===== config.mk =====
export PLATFORM = sky130hd
export DESIGN_NAME = mt6835_angle_proc
export DESIGN_NICKNAME = d
export VERILOG_FILES = /design/src/rtl/mt6835_angle_proc.sv
export SDC_FILE = /design/constraint.sdc
export NUM_CORES = 1
export LEC_CHECK = 0
export ABC_AREA = 1
export CORE_MARGIN = 2
export CORE_UTILIZATION = 56
export DETAILED_ROUTE_END_ITERATION = 8
export GPL_ROUTABILITY_DRIVEN = 0
export PLACE_DENSITY_LB_ADDON = 0.05
export SLEW_MARGIN = 10
export SYNTH_ARGS = -nofsm -noshare
export SYNTH_HDL_FRONTEND = slang
export SYNTH_SLANG_ARGS = --single-unit

===== constraint.sdc =====
create_clock -name i_clk -period 7.3 [get_ports i_clk]
set_input_delay 1.46 -clock i_clk [delete_from_list [all_inputs] [get_ports i_clk]]
set_output_delay 1.46 -clock i_clk [all_outputs]
set_load 0.01 [all_outputs]

===== src/rtl/mt6835_angle_proc.sv =====
// MT6835 frame post-processing: bit-serial CRC-8, angle forwarding, electrical angle, faults.
// Optional velocity output when MT6835_VELOCITY_EN is defined.
module mt6835_angle_proc #(
  parameter int POLE_PAIRS  = 7,
  parameter int ERR_LIMIT   = 4,
  parameter int TIMEOUT_CYC = 4096
) (
  input  logic        i_clk,
  input  logic        i_rst,
  input  logic        i_valid,
  input  logic [20:0] i_angle,
  input  logic [2:0]  i_status,
  input  logic [7:0]  i_crc,
  input  logic [20:0] i_offset,
  output logic        o_valid,
  output logic [20:0] o_mech_angle,
  output logic [20:0] o_elec_angle,
  output logic [2:0]  o_status,
  output logic        o_crc_err,
  output logic        o_overrun,
  output logic [15:0] o_err_cnt,
  output logic        o_fault
`ifdef MT6835_VELOCITY_EN
  ,
  output logic signed [20:0] o_velocity
`endif
);

  localparam int TW = $clog2(TIMEOUT_CYC + 1);
  localparam logic [TW-1:0] TMO_MAX = TW'(TIMEOUT_CYC);
  localparam logic [7:0] LIM = 8'(ERR_LIMIT);
  localparam logic [3:0] PP = 4'(POLE_PAIRS);

  localparam logic [1:0] S_IDLE  = 2'd0;
  localparam logic [1:0] S_CRC   = 2'd1;
  localparam logic [1:0] S_CHECK = 2'd2;
  localparam logic [1:0] S_CALC  = 2'd3;

  logic [1:0]    state;
  logic [23:0]   shreg;
  logic [7:0]    crc_q;
  logic [7:0]    crc_lat;
  logic [20:0]   ang_q;
  logic [2:0]    sta_q;
  logic [20:0]   off_q;
  logic [4:0]    bit_cnt;
  logic          err_pend;
  logic [7:0]    consec;
  logic [TW-1:0] tmo;

  logic          fb;
  logic [7:0]    crc_next;
  logic [24:0]   prod;
  logic [20:0]   elec;

  assign fb       = crc_q[7] ^ shreg[23];
  assign crc_next = {crc_q[6:0], 1'b0} ^ (fb ? 8'h07 : 8'h00);
  assign prod     = {4'b0, ang_q} * {21'b0, PP};
  assign elec     = prod[20:0] - off_q;

  assign o_fault   = (consec >= LIM) | (tmo == TMO_MAX);
  assign o_overrun = i_valid & (state != S_IDLE);

`ifdef MT6835_VELOCITY_EN
  logic have_prev;
`endif

  always_ff @(posedge i_clk or posedge i_rst) begin
    if (i_rst) begin
      state        <= S_IDLE;
      shreg        <= '0;
      crc_q        <= '0;
      crc_lat      <= '0;
      ang_q        <= '0;
      sta_q        <= '0;
      off_q        <= '0;
      bit_cnt      <= '0;
      err_pend     <= 1'b0;
      consec       <= '0;
      tmo          <= '0;
      o_valid      <= 1'b0;
      o_mech_angle <= '0;
      o_elec_angle <= '0;
      o_status     <= '0;
      o_crc_err    <= 1'b0;
      o_err_cnt    <= '0;
`ifdef MT6835_VELOCITY_EN
      have_prev    <= 1'b0;
      o_velocity   <= '0;
`endif
    end else begin
      o_valid   <= 1'b0;
      o_crc_err <= 1'b0;

      if (i_valid)
        tmo <= '0;
      else if (tmo != TMO_MAX)
        tmo <= tmo + 1'b1;

      // Mismatch is reported one cycle after CHECK to align with the good-frame pulse
      if (err_pend) begin
        err_pend  <= 1'b0;
        o_crc_err <= 1'b1;
        if (o_err_cnt != 16'hFFFF)
          o_err_cnt <= o_err_cnt + 16'd1;
        if (consec != 8'hFF)
          consec <= consec + 8'd1;
      end

      case (state)
        S_IDLE: begin
          if (i_valid) begin
            ang_q   <= i_angle;
            sta_q   <= i_status;
            crc_lat <= i_crc;
            off_q   <= i_offset;
            shreg   <= {i_angle, i_status};
            crc_q   <= 8'h00;
            bit_cnt <= '0;
            state   <= S_CRC;
          end
        end
        S_CRC: begin
          crc_q   <= crc_next;
          shreg   <= {shreg[22:0], 1'b0};
          bit_cnt <= bit_cnt + 5'd1;
          if (bit_cnt == 5'd23)
            state <= S_CHECK;
        end
        S_CHECK: begin
          if (crc_q == crc_lat) begin
            state <= S_CALC;
          end else begin
            err_pend <= 1'b1;
            state    <= S_IDLE;
          end
        end
        S_CALC: begin
          o_mech_angle <= ang_q;
          o_status     <= sta_q;
          o_elec_angle <= elec;
          o_valid      <= 1'b1;
          consec       <= '0;
`ifdef MT6835_VELOCITY_EN
          have_prev    <= 1'b1;
          if (!have_prev || o_fault)
            o_velocity <= '0;
          else
            o_velocity <= ang_q - o_mech_angle;
`endif
          state        <= S_IDLE;
        end
        default: state <= S_IDLE;
      endcase
    end
  end

endmodule


* Yosys cells after proc, flatten, opt, wreduce, memory -nomap -nowiden
Cells that the tools add are included.
** Operators by class
- Order comparisons :: 1
- Multiplexer cells :: 20
- Bitwise operators :: 4
- $mul :: 1
- Reductions and logical operators :: 11
- Add/sub/neg operators :: 5
- Equal/unequal tests :: 11
** Operators with widths (number)
- $pmux 24 s2 :: 1
- $mux 8 :: 4
- $mux 13 :: 2
- $mux 24 :: 1
- $mul 21x3->21 const B :: 1
- $sub 21x21->21 :: 1
- $add 16x1->16 const B :: 1
- $ne 16x16->1 const B :: 1
- $pmux 8 s2 :: 1
- $add 13x1->13 const B :: 1
- $eq 13x13->1 const B :: 1
- $ne 13x13->1 const B :: 1
- $pmux 5 s2 :: 1
- $reduce_and 2->1 :: 5
- $reduce_bool 2->1 :: 5
- $add 8x1->8 const B :: 1
- $eq 8x8->1 :: 1
- $ge 8x3->1 const B :: 1
- $ne 8x8->1 const B :: 1
- $pmux 2 s4 :: 1
- $xor 8x3->8 :: 1
- $mux 2 :: 3
- $add 5x1->5 const B :: 1
- $eq 5x5->1 const B :: 1
- 10 further kinds :: 15
** Word-level totals
- Output and inout bits :: 65
- Flip-flop bits (word level) :: 177
- Input port bits :: 56

* Longest topological paths before layout
Gate-level depths: netlist of the first run.
- Depth in word-level cells :: 4
- Depth in mapped cells :: 17
- Depth with buffers taken out :: 17

* Worst setup path before layout of the first run
OpenSTA, ideal clock, no wires.
- Path type :: input-to-output
- Start :: input port i_valid
- End :: output port o_overrun
- Arrival :: 1.844 ns
- Setup slack :: 3.996 ns
- Stages :: 3
- Path through :: inv_1 > clkbuf_1 > nor2_1
** On the way
- Longest elaborated chain between the ends :: 1
** Ends and longest elaborated chain
- start: declaration :: RTL line 10 : input logic i_valid,
- $and 1x1->1 :: RTL line 62 : assign o_overrun = i_valid & (state != S_IDLE);
- end: declaration :: RTL line 20 : output logic o_overrun,
No other way between the ends.

* Worst setup path after layout of the first run
Same ends and word-level chain as after synthesis.

==> run summary, run 1 <==
Cell Area, Synth: 9550 um2
initial antenna violation count: 0
Setup Crit Path Kind: input pin to output pin
Remaining DRCs: 0
Final Hold Fails: 0
most frequent cells in the layout: nand2_1, dfrtp_1, inv_1
fmax: 226 MHz
setup_tns: 0 ns
Worst Path Arrival: 2.96 ns
Setup Viol. Count Final: 0
Root Buffer: clkbuf_16
clock latency on the worst-skew pair: 0.43 ns
synthesis-to-finish area growth: 20.9%
Initial Utilization: 0.574
CP bufs+invs: 3
final core occ: 0.693
first-pass iteration count of the detailed router: 5
die area: 18100 um2
largest net degree at the start of global routing: 94
Core Area: 16600 um2
vias in the first global route: 7269
Reg2Reg Setup Slack: 4.19 ns
DR WL/cell: 13.6 um
Final ANT Viol Nets: 0
Worst Hold Class: flip-flop to flip-flop
Slew Limit Fails: 0
clk buf depth: 2
Worst Setup End Kind: output pin
Synth Net Count: 1272
Crit. Startpoint: i_valid
Crit Path Max Fanout: 11
GRT Total Usage: 0.242
RSZ-0062 raised after global routing: false
proportion of layout cells with a drive suffix above 1: 0.0437
metal2 WL: 9.43 mm
die height: 135 um
Required @ worst endpoint: 5.84 ns
Reg-to-Reg Start: ang_q[1]
commonest non-fill, non-tap cell in the layout: nand2_1
R2R depth: 13
final wirelength: 20.3 mm
outcome: finished clean
worst-margin pin slew: 0.874 ns
H-tree depth: 4
Horiz. Die Dim: 135 um
register area share after synthesis: 0.464
normalized max-slew margin: 0.417
Initial DRC Count: 401
Nets: 1389
GRT overflow: 0
total CTS buffers: 17
TritonCTS clock tree: yes
highest routed layer: met4
worst hold margin: 0.481 ns
Reg2Reg Capture Point: o_elec_angle[13]
crit-path max cell delay: 0.60 ns
final worst-path cycle share: 0.605
Setup Skew: 0.00961 ns
CTS resizes: 0
crit path cell chain: clkdlybuf4s50_1, inv_1, nor2_1, clkdlybuf4s50_1
library cells used by synthesis: 40
Synth Instances: 1151
CP startpoint kind: input pin
Crit path top cell by count: clkdlybuf4s50_1
clock transition at the registers of the reported paths: 0.07 ns
number of I/O pins: 121
hold path cells: 2
post-route minimum period: 4.42 ns
CP max stage cell: clkdlybuf4s50_1
PortBufs: 120
critical path's top delay family: buffers and inverters
Clock Sinks: 177
Inserted Diodes: 0
wire length on met1: 9.87 mm
max_cap viols: 0
first-pass GRT wire length: 34.9 mm
hpwl dp: 14.7 mm
final instance area: 11500 um2
DR WL met3: 860 um
DR vias: 7618
hold_sp: o_elec_angle[3]
Yosys reg bits: 177
Rows: 47
postcts setup bufs: 0
placed standard-cell area: 11000 um2
DR vias/cell: 5.08
Hold Path Sink: o_elec_angle[3]
Yosys warnings: 0
post-synthesis area per instance: 8.29 um2
Post-CTS Hold Buffers: 0
## routing by layer
layer  vias up  global-route usage
met4         0              0.0579
met1      3601               0.349
met3        17              0.0454
met2       157               0.383
met5         -                   0
li1       3843                   -
## registers in the layout (all words and copies together) (netlist names), 2 cells and up
register	count
sta_q	3
o_elec_angle	21
crc_lat	8
shreg	24
o_err_cnt	16
o_status	3
bit_cnt	5
tmo	13
o_mech_angle	21
consec	8
ang_q	21
crc_q	8
state	2
off_q	21
## logic make-up (layout without fill, tap and decap cells)
logic type | count (synthesis) | after routing | synth area share
AOI/OAI and AO/OA | 145 | 145 | 0.0809
adders and majority gates | 65 | 65 | 0.115
and+or+nand+nor | 532 | 532 | 0.233
DFF | 177 | 177 | 0.464
buffers and inverters | 207 | 337 | 0.0842
xor gates and xnor gates | 25 | 25 | 0.0229
## worst min-delay path, stage by stage, from the launching register on
cell	delay, ns
dfrtp_1	0.34
nand2_1	0.05
nand2_1	0.05
## cell usage after synthesis, drive strengths merged
library cell,n,area [um2]
nand3b,8,60.1
buf,13,70.1
o31ai,1,7.51
clkbuf,15,56.3
o21a,1,7.51
o22ai,7,43.8
o311ai,1,8.76
o2111ai,2,17.5
or2,2,12.5
o21ai,98,490
nor4,2,12.5
nand4,11,68.8
clkinv,1,3.75
xor2,6,52.6
fa,38,761
a22o,1,8.76
nand3,69,355
o21bai,3,22.5
nor3,13,86.3
o211ai,1,7.51
a21oi,26,130
a31oi,3,18.8
nand2,369,1410
inv,178,673
xnor2,19,166
ha,27,338
dfrtp,177,4430
nor2,58,220
o41ai,1,8.76
## cell type report
class	count	area [um2]
sequential	177	4430
clock inverter	10	125
fill	1340	5100
inverter	179	682
tap	220	275
multi-input combinational	767	4320
timing repair buffer	126	1250
clock buffer	22	464
## stage by stage
step | setup WS (ns) | cells
6_report | 2.88 | 1501
5_1_grt | 2.83 | 1501
4_1_cts | 2.88 | 1501
3_5_place_dp | 2.88 | 1469
3_3_place_gp | 2.93 | 1469
2_1_floorplan | 1.04 | 1151
## worst max-delay path by stage
stage	endpoint	slack, ns	depth (start not counted)
after floorplan	ang_q[0]	1.04	1
after global placement	o_overrun	2.93	4
after detailed placement	o_overrun	2.88	4
after CTS	o_overrun	2.88	4
after global routing	o_overrun	2.83	4
final	o_overrun	2.88	4
Power of run 1 is not shown: default switching activity piles up to over one toggle a cycle in this logic, so the estimate is an artifact.
==> run 2, diff against run 1 <==
Clock period 7.3 ns to 4.2 ns, I/O delays scaled along.
==> run summary, run 2 (synthesized netlist as in run 1, its figures left out) <==
Slew Limit Fails: 0
area of the multi-input gates: 4320 um2
die area: 18100 um2
Remaining DRCs: 0
worst-margin pin slew: 1.05 ns
Reg area: 4430 um2
final wirelength: 20.8 mm
Required @ worst endpoint: 3.36 ns
clk buf depth: 2
hpwl dp: 14.6 mm
Root Buffer: clkbuf_16
Setup WS post-layout: 1.04 ns
CP startpoint kind: input pin
total CTS buffers: 17
Initial DRC Count: 425
commonest non-fill, non-tap cell in the layout: nand2_1
Rows: 47
GRT Total Usage: 0.245
vias in the first global route: 7537
Reg2Reg Setup Slack: 1.14 ns
GRT overflow: 0
clock transition at the registers of the reported paths: 0.06 ns
synthesis-to-finish area growth: 21.0%
outcome: finished clean
Horiz. Die Dim: 135 um
proportion of layout cells with a drive suffix above 1: 0.0461
number of I/O pins: 121
Setup Crit Path Kind: input pin to output pin
H-tree depth: 4
initial antenna violation count: 0
R2R depth: 14
hold path cells: 2
max_cap viols: 0
die height: 135 um
first-pass GRT wire length: 35.3 mm
max reg flops: 24
largest register by flop count: shreg
fmax: 317 MHz
first-pass iteration count of the detailed router: 5
TritonCTS clock tree: yes
Final Hold Fails: 0
FILL cells: 1397
placed standard-cell area: 11000 um2
hold_sp: o_elec_angle[15]
postcts setup bufs: 0
RSZ-0062 raised after global routing: false
Clock Sinks: 177
Reg-to-Reg Start: ang_q[6]
Crit Path Max Fanout: 11
post-route minimum period: 3.16 ns
DR vias: 7649
Nets: 1389
CTS resizes: 0
DR WL/cell: 13.9 um
Worst Path Arrival: 2.32 ns
DR vias/cell: 5.10
worst slack at placement: 1.05 ns
setup_tns: 0 ns
most frequent cells in the layout: nand2_1, dfrtp_1, inv_1
Initial Utilization: 0.574
Setup Skew: 0.0116 ns
Post-CTS Hold Buffers: 0
Setup Viol. Count Final: 0
Core Area: 16600 um2
largest net degree at the start of global routing: 178
Hold Path Sink: o_elec_angle[15]
Worst Hold Class: flip-flop to flip-flop
Inserted Diodes: 0
clock latency on the worst-skew pair: 0.44 ns
final worst-path cycle share: 0.752
normalized max-slew margin: 0.300
final instance area: 11500 um2
Reg2Reg Capture Point: o_elec_angle[18]
Final ANT Viol Nets: 0
PortBufs: 120
Worst Setup End Kind: output pin
==> run 2: cell types whose count changed in the layout (fill, tap and decap cells not counted), sizes merged <==
cell	delta
clkinv	+3
clkinvlp	+1
bufinv	-1
inv	+1
clkbuf	-4
==> run 2: metal layers <==
layer,up-vias,track usage,share of wire
met5,-,0,0
met4,0,0.0749,0.017
met3,20,0.0383,0.053
met2,224,0.388,0.46
met1,3572,0.351,0.47
li1,3833,-,-
==> run 2: critical path, stage by stage <==
cell             delay [ns]
clkdlybuf4s50_1        0.59
inv_1                  0.21
nor2_1                 0.14
clkdlybuf4s50_1        0.54
==> run 2: worst max path at each step <==
| stage | from | end | slack, ns | depth (start not counted) |
|---|---|---|---|---|
| 2_1_floorplan | i_rst | ang_q[0] | 1.09 | 1 |
| 3_3_place_gp | i_valid | o_overrun | 1.07 | 4 |
| 3_5_place_dp | i_valid | o_overrun | 1.05 | 4 |
| 4_1_cts | i_valid | o_overrun | 1.04 | 4 |
| 5_1_grt | ang_q[10] | o_elec_angle[16] | 0.89 | 13 |
| 6_report | i_valid | o_overrun | 1.04 | 4 |
==> run 2: area by class of cell <==
cell class,instances,share of cell area
tap,220,0.0238
multi-input combinational,767,0.374
clock buffer,18,0.0380
inverter,179,0.0589
timing repair buffer,126,0.109
sequential,177,0.384
clock inverter,14,0.0128
==> run 2: per-stage QoR <==
step	hold slack, ns	instances	util
after global routing	0.500	1501	0.694
after floorplan	0.442	1151	-
after detailed placement	0.466	1469	0.659
after CTS	0.484	1501	0.694
final	0.481	1501	0.694
after global placement	0.455	1469	0.659
Power of run 2 is left out for the same reason.
